$ cat src/rtl/mux4_rr_arbiter.sv
// -----------------------------------------------------------------------------
// mux4_rr_arbiter
//   Round-robin arbiter for four requesters that share one combinational 4:1
//   mux. The current owner keeps its one-hot grant while its request stays
//   high. The mux selects follow the owner's index:
//     sel_s0 = index bit 1, sel_s1 = index bit 0.
//   When the arbiter goes idle, the selects hold their last value so the mux
//   output does not glitch on release.
//
//   Optional feature (macro HOLD_LIMIT_EN):
//     A hold counter limits one owner to MAX_HOLD consecutive cycles while
//     other requesters wait. When the limit is reached, ownership is handed
//     to a competitor and preempt pulses for one cycle.
//     With the macro undefined, no counter is built and preempt is tied low.
// -----------------------------------------------------------------------------
module mux4_rr_arbiter #(
    parameter int MAX_HOLD = 16,
    parameter int CNT_W    = 5
) (
    input  logic       clk,
    input  logic       rst_n,
    input  logic [3:0] req,
    output logic [3:0] gnt,
    output logic       sel_s0,
    output logic       sel_s1,
    output logic       busy,
    output logic       preempt
);

    typedef enum logic {
        IDLE  = 1'b0,
        OWNED = 1'b1
    } state_t;

    state_t     state_reg, state_next;
    logic [1:0] owner_reg, owner_next;   // also drives the mux selects
    logic [1:0] ptr_reg,   ptr_next;     // round-robin search start
    logic [3:0] gnt_reg,   gnt_next;

    logic       grant_new;               // a (new) owner is chosen this cycle
    logic [1:0] new_idx;

    // Round-robin pick: first set bit of r, searching base, base+1, ... (mod 4).
    // Returns {found, index}.
    function automatic logic [2:0] rr_pick(input logic [3:0] r, input logic [1:0] base);
        logic [2:0] res;
        logic [1:0] idx;
        res = 3'b000;
        // Walk from the farthest candidate to the nearest, so the nearest
        // set bit is the last one written and therefore wins.
        for (int i = 3; i >= 0; i--) begin
            idx = base + 2'(i);
            if (r[idx]) begin
                res = {1'b1, idx};
            end
        end
        return res;
    endfunction

    logic [2:0] rr_res;
    logic       rr_any;
    logic [1:0] rr_idx;

    assign rr_res = rr_pick(req, ptr_reg);
    assign rr_any = rr_res[2];
    assign rr_idx = rr_res[1:0];

`ifdef HOLD_LIMIT_EN
    localparam logic [CNT_W-1:0] HOLD_LAST = CNT_W'(MAX_HOLD - 1);
    localparam logic [CNT_W-1:0] HOLD_SAT  = CNT_W'(MAX_HOLD);

    logic [CNT_W-1:0] hold_cnt_reg;
    logic             preempt_reg, preempt_next;
    logic [3:0]       owner_onehot;
    logic [2:0]       other_res;
    logic             other_any;
    logic [1:0]       other_idx;

    // One-hot decode of the current owner, used to mask it out of the requests.
    for (genvar gi = 0; gi < 4; gi++) begin : g_owner_dec
        assign owner_onehot[gi] = (owner_reg == 2'(gi));
    end

    // A preempting handoff searches only the competitors, starting just after
    // the owner.
    assign other_res = rr_pick(req & ~owner_onehot, owner_reg + 2'd1);
    assign other_any = other_res[2];
    assign other_idx = other_res[1:0];

    // Hold counter: cleared on every new grant, counts OWNED cycles, saturates.
    always_ff @(posedge clk or negedge rst_n) begin
        if (!rst_n) begin
            hold_cnt_reg <= '0;
        end else if (grant_new) begin
            hold_cnt_reg <= '0;
        end else if (state_reg == OWNED && hold_cnt_reg != HOLD_SAT) begin
            hold_cnt_reg <= hold_cnt_reg + 1'b1;
        end
    end

    // Preempt flag is registered so its pulse lines up with the new grant.
    always_ff @(posedge clk or negedge rst_n) begin
        if (!rst_n) begin
            preempt_reg <= 1'b0;
        end else begin
            preempt_reg <= preempt_next;
        end
    end

    assign preempt = preempt_reg;
`else
    assign preempt = 1'b0;
`endif

    // State, owner, pointer and grant registers.
    always_ff @(posedge clk or negedge rst_n) begin
        if (!rst_n) begin
            state_reg <= IDLE;
            owner_reg <= 2'd0;
            ptr_reg   <= 2'd0;
            gnt_reg   <= 4'b0000;
        end else begin
            state_reg <= state_next;
            owner_reg <= owner_next;
            ptr_reg   <= ptr_next;
            gnt_reg   <= gnt_next;
        end
    end

    // Next-state logic: grant from IDLE, hold, hand off, release, or preempt.
    always_comb begin
        state_next = state_reg;
        owner_next = owner_reg;
        ptr_next   = ptr_reg;
        grant_new  = 1'b0;
        new_idx    = owner_reg;
`ifdef HOLD_LIMIT_EN
        preempt_next = 1'b0;
`endif
        case (state_reg)
            IDLE: begin
                if (rr_any) begin
                    state_next = OWNED;
                    grant_new  = 1'b1;
                    new_idx    = rr_idx;
                end
            end
            OWNED: begin
                if (req[owner_reg]) begin
`ifdef HOLD_LIMIT_EN
                    // Use ">=" rather than "==": an owner whose counter has
                    // already saturated, with no competitor waiting, must
                    // still be preempted as soon as a competitor appears.
                    if (hold_cnt_reg >= HOLD_LAST && other_any) begin
                        grant_new    = 1'b1;
                        new_idx      = other_idx;
                        preempt_next = 1'b1;
                    end
`endif
                end else if (rr_any) begin
                    // The owner released and someone else is waiting: hand
                    // off directly, with no idle cycle in between.
                    grant_new = 1'b1;
                    new_idx   = rr_idx;
                end else begin
                    state_next = IDLE;
                end
            end
        endcase

        if (grant_new) begin
            owner_next = new_idx;
            ptr_next   = new_idx + 2'd1;
        end
    end

    // One-hot grant decode, evaluated from the next state and next owner.
    for (genvar gi = 0; gi < 4; gi++) begin : g_gnt_dec
        assign gnt_next[gi] = (state_next == OWNED) && (owner_next == 2'(gi));
    end

    assign gnt    = gnt_reg;
    assign sel_s0 = owner_reg[1];
    assign sel_s1 = owner_reg[0];
    assign busy   = |gnt_reg;

endmodule
$ cat config.mk
export PLATFORM = sky130hd
export DESIGN_NAME = mux4_rr_arbiter
export DESIGN_NICKNAME = d
export VERILOG_FILES = /design/src/rtl/mux4_rr_arbiter.sv
export SDC_FILE = /design/constraint.sdc
export NUM_CORES = 1
export LEC_CHECK = 0
export ABC_CLOCK_PERIOD_IN_PS = 1940
export CAP_MARGIN = 15
export CORE_AREA = 2 2 39 41
export DETAILED_ROUTE_END_ITERATION = 12
export DIE_AREA = 0 0 41 43
export PLACE_DENSITY = 0.72
export SKIP_LAST_GASP = 1
export SLEW_MARGIN = 20
export SYNTH_ARGS = -nofsm -noshare
export SYNTH_HDL_FRONTEND = slang
export SYNTH_SLANG_ARGS = --single-unit
$ cat constraint.sdc
create_clock -name clk -period 1.94 [get_ports clk]
set_input_delay 0.388 -clock clk [delete_from_list [all_inputs] [get_ports clk]]
set_output_delay 0.388 -clock clk [all_outputs]
set_load 0.02 [all_outputs]
---- Word-level counts from Yosys, hierarchy flattened ----
Index checks and enable logic that the tools add are counted.
cells by class
  divide/modulo/power cells ............... 0
  multipliers ............................. 0
  $lt $le $gt $ge ......................... 5
  eq/ne operators ......................... 3
  add/sub/neg operators ................... 4
  mux-type cells .......................... 23
  bitwise gates (word level) .............. 1
  reduce and logical (&&, ||, !) cells .... 6
  shift-type cells ........................ 0
operator list
  operator                                                     count
  less-than comparator 2 x 3 -> 1 bit (second input constant)  5
  2-to-1 mux 3 bit                                             4
  binary-select mux 1 bit (select 2 bit)                       5
  2-to-1 mux 1 bit                                             8
  2-to-1 mux 2 bit                                             3
  adder 2 x 1 -> 2 bit (second input constant)                 2
  adder 2 bit (second input constant)                          2
  equality test 2 bit (second input constant)                  2
  logical AND 1 bit                                            4
  case mux 1 bit (2 select lines)                              2
  case mux 2 bit (2 select lines)                              1
  OR reduction 4 bit                                           1
  equality test 2 x 1 -> 1 bit (second input constant)         1
  zero test 2 bit                                              1
  NOT 1 bit                                                    1
word-level totals
  memories ................................ 0
  latch bits .............................. 0
  register bits ........................... 9
  memory bits (writable) .................. 0
  output and inout bits ................... 8
  word-level logic and storage cells ...... 46
  memory bits (read-only) ................. 0

---- Depth between registers and ports, before layout ----
  depth after elaboration ................. 13
  gate-level depth with buffers ........... 6
  depth with buffers taken out ............ 5

---- Worst setup path after synthesis ----
OpenSTA, ideal clock, no wires.
  kind .................................... in2reg
  start ................................... input port req[1]
  end ..................................... register gnt_reg[1] (netlist: gnt[1])
  data required time ...................... 1.871 ns
  cell stages on the path ................. 5
  buffers on the path ..................... 1
  data arrival time ....................... 1.634 ns
  library setup time ...................... 0.069 ns
  path slack .............................. 0.237 ns
  cells stage by stage .................... or4_1 > buf_2 > nand2b_1 > mux2i_1 > nor2b_2
RTL lines
  what                                    RTL line  text
  from (decl)                             22        input logic [3:0] req,
  binary-select mux 1 bit (select 2 bit)  53        if (r[idx]) begin
  2-to-1 mux 1 bit (not written as such)  53
  2-to-1 mux 3 bit (4 in a row)           53
  2-to-1 mux 1 bit                        142, 160
  2-to-1 mux 1 bit                        149       if (req[owner_reg]) begin
  case mux 1 bit (2 select lines) (*)     140       case (state_reg)
  via state_next                          35        state_t state_reg, state_next;
  logical AND 1 bit (*)                   179       assign gnt_next[gi] = (state_next == OWNED) && (owner_next == 2'(gi));
  via gnt_next[1]                         38        logic [3:0] gnt_reg, gnt_next;
  to (signal assigned)                    126       gnt_reg <= gnt_next;
  to (decl)                               38
Mark *: on every way through the listed nets, which the timed path passes. The rest lies on a longest branch. The select of a mux whose other input is x is not followed.
A chain may end at the register's enable or synchronous reset.

---- Worst setup path after layout ----
  start ................................... input port req[1]
  end ..................................... register gnt_reg[1] (netlist: gnt[1])
between the ends
  word-level cells in the longest chain between the ends .. 12
ends and longest elaborated chain
  what                                                                                RTL line  text
  binary-select mux 1 bit (select 2 bit)                                              53
  2-to-1 mux 1 bit (not written as such)                                              53
  2-to-1 mux 3 bit (4 in a row)                                                       53
  2-to-1 mux 2 bit or 2-to-1 mux 1 bit (tied branches)                                142, 160
  2-to-1 mux 2 bit or 2-to-1 mux 1 bit (tied branches)                                149
  case mux 2 bit (2 select lines) or case mux 1 bit (2 select lines) (tied branches)  140
  2-to-1 mux 2 bit (*)                                                                171       if (grant_new) begin
  via owner_next[1]                                                                   36        logic [1:0] owner_reg, owner_next;
  equality test 2 x 1 -> 1 bit (*)                                                    179
  logical AND 1 bit (*)                                                               179
  via gnt_next[1]                                                                     38
Marks and branches as above.

==> flow_summary.toml <==
[power_and_ir_drop]
total_leakage_power_nw = 0.301
power_mw = 1.05
clkPwrFrac_pct = 13.1
intPower_uw = 653
peakVddDrop_uv = 572
seqPwrFrac_pct = 31.6
power_frac_comb_pct = 55.2
p_sw_uw = 399
p_per_area_mw_per_mm2 = 1570
p_sw_share_pct = 37.9

[routing]
routed_wl_um = 980
remaining_drc_errors = 0
drt_iter0_markers = 10
vias_per_cell = 4.69
first_pass_iters = 4
vias = 389
ant_nets = 0
wire_per_inst_um = 11.8

[global_route]
first_global_vias = 390
grt_usage_pct = 14.0
grt_pass1_wl_um = 1610
grt.overflow.total = 0
grt_max_degree = 10
antenna_found_initial = 0

[synth]
synth_edf_count = 0
seq_area_frac_synth_pct = 48.5
synth_flop_cell = "dfrtp_1"
netlist_area_um2 = 464
synth_cell_types = 22
yosys_warnings = 0
syn_nets = 52
synth_top_area_cell = "dfrtp_1"
ys_ff_latch = 9
yosysMostFrequentCell = "dfrtp_1"
synth_commonest_cells = "dfrtp_1, nor2b_1"
synth_top_area_share_pct = 48.5
async_reset_ff_share_pct = 100
synth_area_leaders = "dfrtp_1, nor2b_1, mux2i_1, nand2b_1, o21a_1"
syn_avg_cell_area_um2 = 10.1
syn-instance-count = 46

[clock_network]
cts_hold_buf = 0
cts_sinks = 9
cts_tree = "done"
cts_resized = 1
clk_pin_slew_ns = 0.06
cts_setup_buffers = 0
numCtsBuffers = 3
clk_latency_ns = 0.25
ctsRootBufferMaster = "clkbuf_4"
htreeDepth = 1
clk_path_buf_depth = 2

[timing]
slew_viol_final = 0
totalNegativeSetupSlack_ns = 0
rsz0062_at_grt = "no"
fin_ws_ns = 0.0609
finalSetupViolCount = 0
final.min_clock_period_ns = 1.88
fin_crit_sh_pct = 96.9
clock_skew_ns = 0.00256
hold_slack_ns = 0.428
hold_viol = 0
fmax_ghz = 0.532

[floorplan]
design.core.area_mm2 = 0.00138
fp.dieH_um = 43
die_area_mm2 = 0.00176
io_pins = 14
die_width_um = 41
initial_core_util_pct = 33.5
rows = 14

[placement]
gp_congestion = 0.665
port_buffers = 12
detailedPlace.worstSlack_ns = -0.205
hpwl_um = 838

[worst_setup_path]
cp_num_buf_inv = 1
cp_cell_sequence = "clkdlybuf4s50_1 > or4_1 > o21a_1 > o32a_1 > or2_1 > nor2b_2"
critPathMaxFanout = 3
path_delay_family = "simple AND/OR/NAND/NOR gates"
worstPathArrival_ns = 2.07
endpoint_kind = "register"
r2r_slack_ns = 0.38
critPathLaunchType = "input pin"
worstPathRequired_ns = 2.13
slowest_delay_ns = 0.58
worstSetupPathType = "in2reg"
crit_slowest_cell = "or4_1"

[finish]
antenna_cells = 0
syn2layout_area_growth_pct = 44.2
layout-drive-gt1-share_pct = 17.9
largest_reg_flops = 4
final_util_pct = 48.4
nets = 74
nFillCells = 137

[outcome]
status = "finished clean"

[run]
max_cap_violations = 0

[worst_hold_path]
hold_path.class = "in2async"
per-layer routing:
metal | track usage (%) | routed length (µm) | vias up
met4 | 6.00 | 0 | 0
met5 | 0 | 0 | -
met1 | 15.4 | 433 | 181
met3 | 4.71 | 14 | 0
met2 | 23.1 | 533 | 8
li1 | - | - | 200
worst register-to-register path, delay by kind of cell, from the launching register on:
kind / cells / cell delay (ns)
multiplexers: 2 / 0.40
AND/OR/NAND/NOR: 2 / 0.33
buffers and inverters: 1 / 0.16
flip-flops: 1 / 0.44
AO/OA/AOI/OAI: 1 / 0.12
layout by cell type, fill, tap and decap left out, types with 2 or more instances in the layout:
cell,n
nand2_1,3
nand2b_1,3
or4_1,2
dfrtp_1,9
o21a_1,2
inv_1,2
clkbuf_4,3
nor2_1,3
clkdlybuf4s50_1,11
mux2i_1,3
nor2b_1,5
buf_4,7
o22ai_1,2
final timing paths:
| kind | startpoint | to | cells after the start |
|---|---|---|---|
| worst max-delay path | req[1] | gnt[1] | 6 |
| worst min-delay path | rst_n | owner_reg[0] | 1 |
| worst max register to register | owner_reg[0] | gnt[1] | 6 |
| worst min register to register | ptr_reg[0] | ptr_reg[0] | 1 |
| max in group asynchronous | rst_n | owner_reg[1] | 1 |
| min in group clk | ptr_reg[0] | ptr_reg[0] | 1 |
metrics by stage:
stage                     area (µm²)  std cells
after CTS                        669         83
after global routing             669         83
after floorplan                  464         46
final                            669         83
after global placement           644         79
after detailed placement         644         79
power groups by stage:
| stage | registers [mW] | clock network (mW) | logic (mW) |
|---|---|---|---|
| after floorplan | 0.389 | 0 | 0.279 |
| after global placement | 0.328 | 0 | 0.584 |
| after detailed placement | 0.338 | 0 | 0.600 |
| after CTS | 0.335 | 0.143 | 0.591 |
| after global routing | 0.347 | 0.151 | 0.639 |
| final | 0.333 | 0.138 | 0.581 |
final cells by class:
type                    count  area (µm²)  share of cell area [%]
flip-flops and latches      9         225                    33.6
inverters                   2        7.51                    1.12
multi-input cells          33         219                    32.7
well taps                  16        20.0                    2.99
repair buffers             19         171                    25.6
clock buffers               4        26.3                    3.93
cell families (layout without fill, tap and decap cells):
family / count (synthesis) / after routing / share of synthesized area [%]
AOI/OAI and AO/OA: 7 / 7 / 10.8
xor gates and xnor gates: 1 / 1 / 1.89
buffers and inverters: 4 / 25 / 4.31
DFF: 9 / 9 / 48.5
muxes: 4 / 4 / 8.89
other: 1 / 1 / 0.808
and+or+nand+nor: 20 / 20 / 24.8
Power figures use the tool's default switching activity.
